--- config.mk ---
export PLATFORM = sky130hd
export DESIGN_NAME = memory_access_arbiter
export DESIGN_NICKNAME = d
export VERILOG_FILES = /design/src/rtl/memory_access_arbiter.sv
export SDC_FILE = /design/constraint.sdc
export NUM_CORES = 1
export LEC_CHECK = 0
export ABC_AREA = 0
export BUFFER_PORTS_ARGS = -buffer_cell sky130_fd_sc_hd__buf_4
export CORE_MARGIN = 8
export CORE_UTILIZATION = 30
export DETAILED_ROUTE_END_ITERATION = 6
export SLEW_MARGIN = 10
export SYNTH_ARGS = -nofsm -noshare
export SYNTH_HDL_FRONTEND = slang
export SYNTH_SLANG_ARGS = --single-unit
--- constraint.sdc ---
create_clock -name clock -period 2.2 [get_ports clock]
set_input_delay 0.33 -clock clock [delete_from_list [all_inputs] [get_ports clock]]
set_output_delay 0.33 -clock clock [all_outputs]
set_load 0.02 [all_outputs]
--- src/rtl/memory_access_arbiter.sv ---
// Two-requester memory access arbiter in front of a load/store memory controller.
// Optional round-robin contention handling via `MEMORY_ARBITER_ROUND_ROBIN_EN (default: fixed req0 priority).
package memoryAccessArbiterPkg;
    typedef enum logic [1:0] {
        LOAD          = 2'd0,
        STORE_PRELOAD = 2'd1,
        STORE         = 2'd2
    } MemoryMode_t;
endpackage

module memory_access_arbiter
    import memoryAccessArbiterPkg::*;
#(
    parameter int LOAD_LATENCY = 1
) (
    input  logic        clock,
    input  logic        reset,

    input  logic        req0_valid,
    output logic        req0_ready,
    input  logic        req0_write,
    input  logic [2:0]  req0_funct3,
    input  logic [31:0] req0_rs1,
    input  logic [31:0] req0_imm,
    input  logic [31:0] req0_wdata,
    output logic        req0_done,
    output logic [31:0] req0_rdata,

    input  logic        req1_valid,
    output logic        req1_ready,
    input  logic        req1_write,
    input  logic [2:0]  req1_funct3,
    input  logic [31:0] req1_rs1,
    input  logic [31:0] req1_imm,
    input  logic [31:0] req1_wdata,
    output logic        req1_done,
    output logic [31:0] req1_rdata,

    output MemoryMode_t memoryMode,
    output logic [2:0]  funct3,
    output logic [31:0] rs1,
    output logic [31:0] immediateI,
    output logic [31:0] immediateS,
    output logic [31:0] rs2,
    input  logic [31:0] memoryOutput
);

    typedef enum logic [1:0] {
        stateIdle,
        stateLoadWait,
        statePreload,
        stateStore
    } State_t;

    localparam logic [2:0] WAIT_LAST = 3'(LOAD_LATENCY - 1);

    State_t      stateReg, stateNext;
    logic [2:0]  waitCountReg;
    logic        grantedReg;
    logic        grantIdx;
    logic        grantValid;
    logic        loadFinish;

    logic [1:0]  reqValid, reqWrite, reqReady, reqDone;
    logic [2:0]  reqFunct3 [2];
    logic [31:0] reqRs1    [2];
    logic [31:0] reqImm    [2];
    logic [31:0] reqWdata  [2];
    logic [31:0] reqRdata  [2];

    assign reqValid     = {req1_valid, req0_valid};
    assign reqWrite     = {req1_write, req0_write};
    assign reqFunct3[0] = req0_funct3;
    assign reqFunct3[1] = req1_funct3;
    assign reqRs1[0]    = req0_rs1;
    assign reqRs1[1]    = req1_rs1;
    assign reqImm[0]    = req0_imm;
    assign reqImm[1]    = req1_imm;
    assign reqWdata[0]  = req0_wdata;
    assign reqWdata[1]  = req1_wdata;

    assign grantValid = (stateReg == stateIdle) && (|reqValid);
    assign loadFinish = (stateReg == stateLoadWait) && (waitCountReg == WAIT_LAST);

`ifdef MEMORY_ARBITER_ROUND_ROBIN_EN
    logic lastGrantReg;

    // On contention the requester that did not win last time goes first.
    always_comb begin
        grantIdx = ~reqValid[0];
        if (&reqValid) begin
            grantIdx = ~lastGrantReg;
        end
    end

    always_ff @(posedge clock or negedge reset) begin
        if (!reset) begin
            lastGrantReg <= 1'b1;
        end else if (grantValid) begin
            lastGrantReg <= grantIdx;
        end
    end
`else
    assign grantIdx = ~reqValid[0];
`endif

    always_comb begin
        stateNext  = stateReg;
        memoryMode = LOAD;
        case (stateReg)
            stateIdle: begin
                if (grantValid) begin
                    if (!reqWrite[grantIdx]) begin
                        stateNext = stateLoadWait;
                    end else if (reqFunct3[grantIdx][1:0] == 2'b10) begin
                        stateNext = stateStore;
                    end else begin
                        stateNext = statePreload;
                    end
                end
            end
            stateLoadWait: begin
                if (waitCountReg == WAIT_LAST) begin
                    stateNext = stateIdle;
                end
            end
            statePreload: begin
                memoryMode = STORE_PRELOAD;
                stateNext  = stateStore;
            end
            stateStore: begin
                memoryMode = STORE;
                stateNext  = stateIdle;
            end
            default: stateNext = stateIdle;
        endcase
    end

    always_ff @(posedge clock or negedge reset) begin
        if (!reset) begin
            stateReg     <= stateIdle;
            waitCountReg <= '0;
            grantedReg   <= 1'b0;
            funct3       <= '0;
            rs1          <= '0;
            immediateI   <= '0;
            immediateS   <= '0;
            rs2          <= '0;
        end else begin
            stateReg <= stateNext;
            if (stateReg == stateLoadWait && !loadFinish) begin
                waitCountReg <= waitCountReg + 3'd1;
            end else begin
                waitCountReg <= '0;
            end
            // Memory-side fields only move on accept and otherwise hold.
            if (grantValid) begin
                grantedReg <= grantIdx;
                funct3     <= reqFunct3[grantIdx];
                rs1        <= reqRs1[grantIdx];
                if (reqWrite[grantIdx]) begin
                    immediateS <= reqImm[grantIdx];
                    rs2        <= reqWdata[grantIdx];
                end else begin
                    immediateI <= reqImm[grantIdx];
                end
            end
        end
    end

    generate
        for (genvar gi = 0; gi < 2; gi++) begin : gReq
            logic        loadDoneReg;
            logic [31:0] rdataReg;

            always_ff @(posedge clock or negedge reset) begin
                if (!reset) begin
                    loadDoneReg <= 1'b0;
                    rdataReg    <= '0;
                end else begin
                    loadDoneReg <= loadFinish && (grantedReg == 1'(gi));
                    if (loadFinish && (grantedReg == 1'(gi))) begin
                        rdataReg <= memoryOutput;
                    end
                end
            end

            assign reqReady[gi] = grantValid && (grantIdx == 1'(gi));
            assign reqDone[gi]  = loadDoneReg ||
                                  ((stateReg == stateStore) && (grantedReg == 1'(gi)));
            assign reqRdata[gi] = rdataReg;
        end
    endgenerate

    assign req0_ready = reqReady[0];
    assign req1_ready = reqReady[1];
    assign req0_done  = reqDone[0];
    assign req1_done  = reqDone[1];
    assign req0_rdata = reqRdata[0];
    assign req1_rdata = reqRdata[1];

endmodule

After elaboration in Yosys (flattened, before gate mapping)
Index checks and enable logic that the tools add are counted.
{ "totals": {"reg_bits": 203, "word_cells": 64} }
{ "classes": {"n_addsub": 1, "n_lt_le_gt_ge": 2, "eq_ne": 6, "n_mux": 21, "bitwise": 4, "reduce_logical": 18} }
{ "op_table": {"columns": ["cell", "count"], "rows": [
  ["two-way mux 32 bit", 9],
  ["two-way mux 3 bit", 4],
  ["logical AND 1 bit", 9],
  ["case mux 2 bit (4 select lines)", 1],
  ["equality test 2 bit, second input constant", 3],
  ["two-way mux 2 bit", 3],
  ["AND reduction 2 bit", 3],
  ["inequality test 2 bit, second input constant", 2],
  ["case mux 2 bit (2 select lines)", 1],
  ["adder 3 x 1 -> 3 bit, second input constant", 1],
  ["zero test 3 bit", 1],
  ["two-way mux 1 bit", 3],
  ["inverter 1 bit", 3],
  ["equality test 2 x 1 -> 1 bit, second input constant", 1],
  ["greater-or-equal comparator 2 bit, second input constant", 1],
  ["zero test 2 bit", 1],
  ["logical OR 1 bit", 2],
  ["< comparator 1 x 2 -> 1 bit, second input constant", 1],
  ["inverter 1 -> 2 bit", 1],
  ["OR reduction 2 bit", 1],
  ["zero test 1 bit", 1]
]} }

Depth between registers and ports, before layout
{ "depth": {"depth_word": 10, "depth_mapped": 7} }

Least setup slack after synthesis
Ideal clock, no wire load.
{ "synth_timing": {"kind": "register -> output", "start": "register stateReg[0]", "end": "output req1_ready", "t_arrival_ns": 1.497, "required_ns": 1.870, "setup_slack_ns": 0.373, "stages_incl_launch_ff": 5, "path_buffers": 2, "path_cell_list": "dfrtp_1 clkbuf_1 nor3b_2 clkbuf_1 and2_1"} }
{ "synth_between": {"elab_chain_len": 3} }
{ "synth_lines": {"columns": ["item", "line_no", "rtl"], "rows": [
  ["from (decl)", "57", "State_t stateReg, stateNext;"],
  ["from (signal assigned)", "141", "stateReg <= stateIdle;"],
  ["from (signal assigned)", "150", "stateReg <= stateNext;"],
  ["zero test 2 bit", "82", "assign grantValid = (stateReg == stateIdle) && (|reqValid);"],
  ["logical AND 1 bit", "82", null],
  ["logical AND 1 bit", "188", "assign reqReady[gi] = grantValid && (grantIdx == 1'(gi));"],
  ["to (decl)", "30", "output logic req1_ready,"]
]} }
No other way between the ends.

Final worst setup path
{ "layout_timing": {"start": "register stateReg[1]", "end": "output req1_ready"} }
The elaborated chain is that of the path after synthesis.

==> run_results.csv <==
group,metric,value,unit
worst_setup_path,cp.arrival,1.77,ns
drt,antenna_left,0,
clocking,cts_root_buf,"clkbuf_16",
sta,max_slew.worst_pin.slew,0.4945,ns
drt,initialDrtViolationCount,342,
clocking,clock_latency,0.51,ns
global_route,antenna_found_initial,0,
drt,route.final.wire_length,31.26,mm
layout,fin_cells,1499,
layout,syn_to_final_growth,52.90,%
floorplan,core-area,28780,um2
sta,fin_setup_tns,0,ns
floorplan,die_y,187.0,um
drt,viasPerCell,4.873,
synthesis,syn_area_per_cell,13.24,um2
worst_setup_path,worstPathRequired,1.87,ns
worst_setup_path,startpoint_type,"register",
global_route,gr-usage-all-layers,0.1723,
synthesis,synth-async-reset-ratio,1.000,
global_route,grt_pass1_wl,48.09,mm
sta,finalSetupViolCount,0,
clocking,post_cts_buffers,0,
synthesis,synth_xor_xnor_area_share,0,
floorplan,fp.dieW,187.0,um
clocking,path_clk_slew,0.06,ns
synthesis,synth_cells,662,
drt,vias,7304,
layout,drive_gt1_frac,0.5543,
worst_setup_path,critPathMaxFanout,9,
layout,layout.nets,1335,
flow_run,cap_violations,0,
clocking,cts_buffer_depth,3,
worst_setup_path,cp_cell_sequence,"buf_4 > nor3b_4 > buf_6 > and2_1 > buf_4",
worst_setup_path,crit_top_cell,"buf_4",
pwr,sw_frac_of_total,0.3893,
synthesis,synth_edf_count,0,
synthesis,syn_area,8767,um2
run_status,status,"complete, no violations",
floorplan,initial_core_util,0.3046,
pwr,p_clk_frac,0.194,
worst_setup_path,path_delay_family,"buffers and inverters",
sta,slew_violations,0,
sta,finalHoldViolations,0,
clocking,cts_tree,"yes",
place,dpl.cell_count,1454,
pwr,p_int,0.01283,W
sta,period_needed,2.095,ns
min_path,min_path_type,"in2reg",
layout,nFillCells,2670,
sta,hold-worst-slack,0.04199,ns
synthesis,yosys_warnings,0,
synthesis,yosysSeqAreaShare,0.5794,
floorplan,rows,62,
place,gp_congestion,0.7893,
floorplan,io_pins,437,
global_route,overflow,0,
worst_setup_path,worstSetupEndpointType,"output pin",
synthesis,ys_ff_latch,203,
pwr,power_density,1567,nW/um2
synthesis,synth_top_family_by_area,"multiplexers",
drt,wire_per_inst,20.85,um
pwr,seqPwrFrac,0.320,
synthesis,synthMuxAreaShare,0.2021,
global_route,grt_max_degree,65,
synthesis,synth_cell_types,35,
sta,min_period_over_period,0.9524,
clocking,cts_made_buffers,24,
worst_setup_path,max_stage_delay,0.40,ns
floorplan,die_area,34950,um2
clocking,h-tree-depth,1,
worst_setup_path,crit_type,"reg2out",
pwr,pwr-share-comb,0.486,
sta,fmax,0.4773,GHz
pwr,ir_drop,0.6640,mV
pwr,p_switching,0.008178,W
sta,relSlewSlack,0.6704,
sta,finClkSkew,0.006031,ns
drt,drc,0,
sta,rsz0062_at_grt,"no",
layout,n_antenna_cell,0,
synthesis,synth_nets,900,
drt,dr.pass1.iters,4,
synthesis,synth_fa_ha_area_frac,0.002854,
synthesis,synth_compound_area_frac,0.1369,
global_route,first_global_vias,7971,
worst_setup_path,crit_buf_inv,3,
worst_setup_path,critPathSlowestCell,"dfrtp_1",
synthesis,ys.flop_type,"dfrtp_1",
synthesis,synthSimpleGateAreaFrac,0.04767,
place,portBuffers,436,
clocking,clock_sinks,203,
place,dpl.hpwl,23.59,mm
pwr,p_leak,6.296,nW
==> cell usage after synthesis (3+ instances only) <==
cell        n  area share
buf_2      20       0.011
mux2_1     19       0.024
nand2b_1    3      0.0021
a32oi_1    34       0.034
mux2_2    109        0.14
nand2_1    68       0.029
clkbuf_1   28       0.012
nor2b_1     3      0.0021
nor2_1      8      0.0034
a22oi_1    35       0.030
buf_6       3      0.0039
o22a_1     64       0.064
dfrtp_1   203        0.58
inv_1       6      0.0026
and2_1      4      0.0029
mux2i_1    33       0.038
==> worst reg2reg max path: stages (launching register included) <==
cell and delay [ns]:
dfrtp_1 0.48, or2_1 0.30, a21oi_4 0.14, buf_12 0.28, mux2_2 0.47
==> power by group through the flow <==
stage	logic, W	registers [W]	clock network [W]
3_3_place_gp	0.0103	0.00669	0
4_1_cts	0.0104	0.00673	0.00421
3_5_place_dp	0.0104	0.00676	0
5_1_grt	0.0109	0.00698	0.00436
2_1_floorplan	0.00333	0.00887	0
6_report	0.0102	0.00671	0.00408
==> cell families (layout without fill, tap and decap cells) <==
kind of cell,after synthesis,count (layout)
adders and majority gates,2,2
and+or+nand+nor,94,94
DFF,203,203
AOI/OAI and AO/OA,143,143
buffers and inverters,59,512
muxes,161,161
==> repair_timing <==
action	in CTS	in global routing
resized for setup	0	1
setup endpoints to repair	0	1
hold buffers	1	0
hold endpoints to repair	49	0
==> placed cells by master (no fill, tap or decap), types with 2 or more instances in the layout <==
cell type	instances
ha_1	2
a22oi_1	35
bufinv_16	3
o22a_1	64
nor2_2	2
mux2_1	19
nor2b_1	3
nor2_1	5
clkbuf_1	3
clkinv_2	8
clkbuf_8	3
a32oi_1	34
nand2b_1	3
nor3b_4	2
clkinvlp_4	2
and2_1	4
mux2_2	109
nand2_1	68
a21o_1	2
buf_4	451
buf_12	7
mux2i_1	33
dfrtp_1	203
clkbuf_16	25
inv_1	6
==> area by class of cell <==
| cell class | count | area (um2) | share of cell area |
|---|---|---|---|
| clock inverter | 14 | 153.9 | 0.01148 |
| tap | 384 | 480.5 | 0.03584 |
| sequential | 203 | 5080 | 0.3789 |
| multi-input combinational | 400 | 3440 | 0.2566 |
| clock buffer | 30 | 664.4 | 0.04956 |
| timing repair buffer | 461 | 3561 | 0.2656 |
| inverter | 7 | 26.28 | 0.001960 |
==> path summary, 6_finish.rpt <==
| check | start | slack [ns] | end | depth (start not counted) |
|---|---|---|---|---|
| worst max-delay path | stateReg[1]$_DFFE_PN0P_ | 0.10 | req1_ready | 5 |
| worst min-delay path | req0_rs1[30] | 0.04 | rs1[30]$_DFFE_PN0N_ | 3 |
| worst max register to register | stateReg[0]$_DFFE_PN0P_ | 0.42 | rs2[0]$_DFFE_PN0P_ | 4 |
| worst min register to register | waitCountReg[0]$_DFF_PN0_ | 0.46 | waitCountReg[0]$_DFF_PN0_ | 1 |
| max in group asynchronous | reset | 1.09 | immediateS[14]$_DFFE_PN0P_ | 3 |
| min in group asynchronous | reset | 0.34 | rs2[8]$_DFFE_PN0P_ | 2 |
==> metrics by stage <==
stage	setup WS (ns)	util	total power (W)	area, um2
floorplan	0.3727	-	0.01220	8767
global placement	0.4513	0.4369	0.01704	12570
detailed placement	0.4319	0.4369	0.01717	12570
CTS	0.04800	0.4657	0.02135	13400
global route	0.01644	0.4658	0.02220	13410
finish	0.1047	0.4658	0.02101	13410
==> metal layers <==
layer / GRT usage / vias to the layer above / wire [um]
met5: 0 / - / 0
li1: - / 3339 / -
met3: 0.05481 / 53 / 2469
met1: 0.1934 / 3603 / 11850
met2: 0.3066 / 309 / 15960
met4: 0.05437 / 0 / 986
==> registers in the layout, summed over array words and instances (netlist names) <==
| signal | cells |
|---|---|
| funct3 | 3 |
| gReq.loadDoneReg | 2 |
| grantedReg | 1 |
| immediateI | 32 |
| immediateS | 32 |
| req0_rdata | 32 |
| req1_rdata | 32 |
| rs1 | 32 |
| rs2 | 32 |
| stateReg | 2 |
| waitCountReg | 3 |
Note: power is estimated with default switching activity, not from simulation.
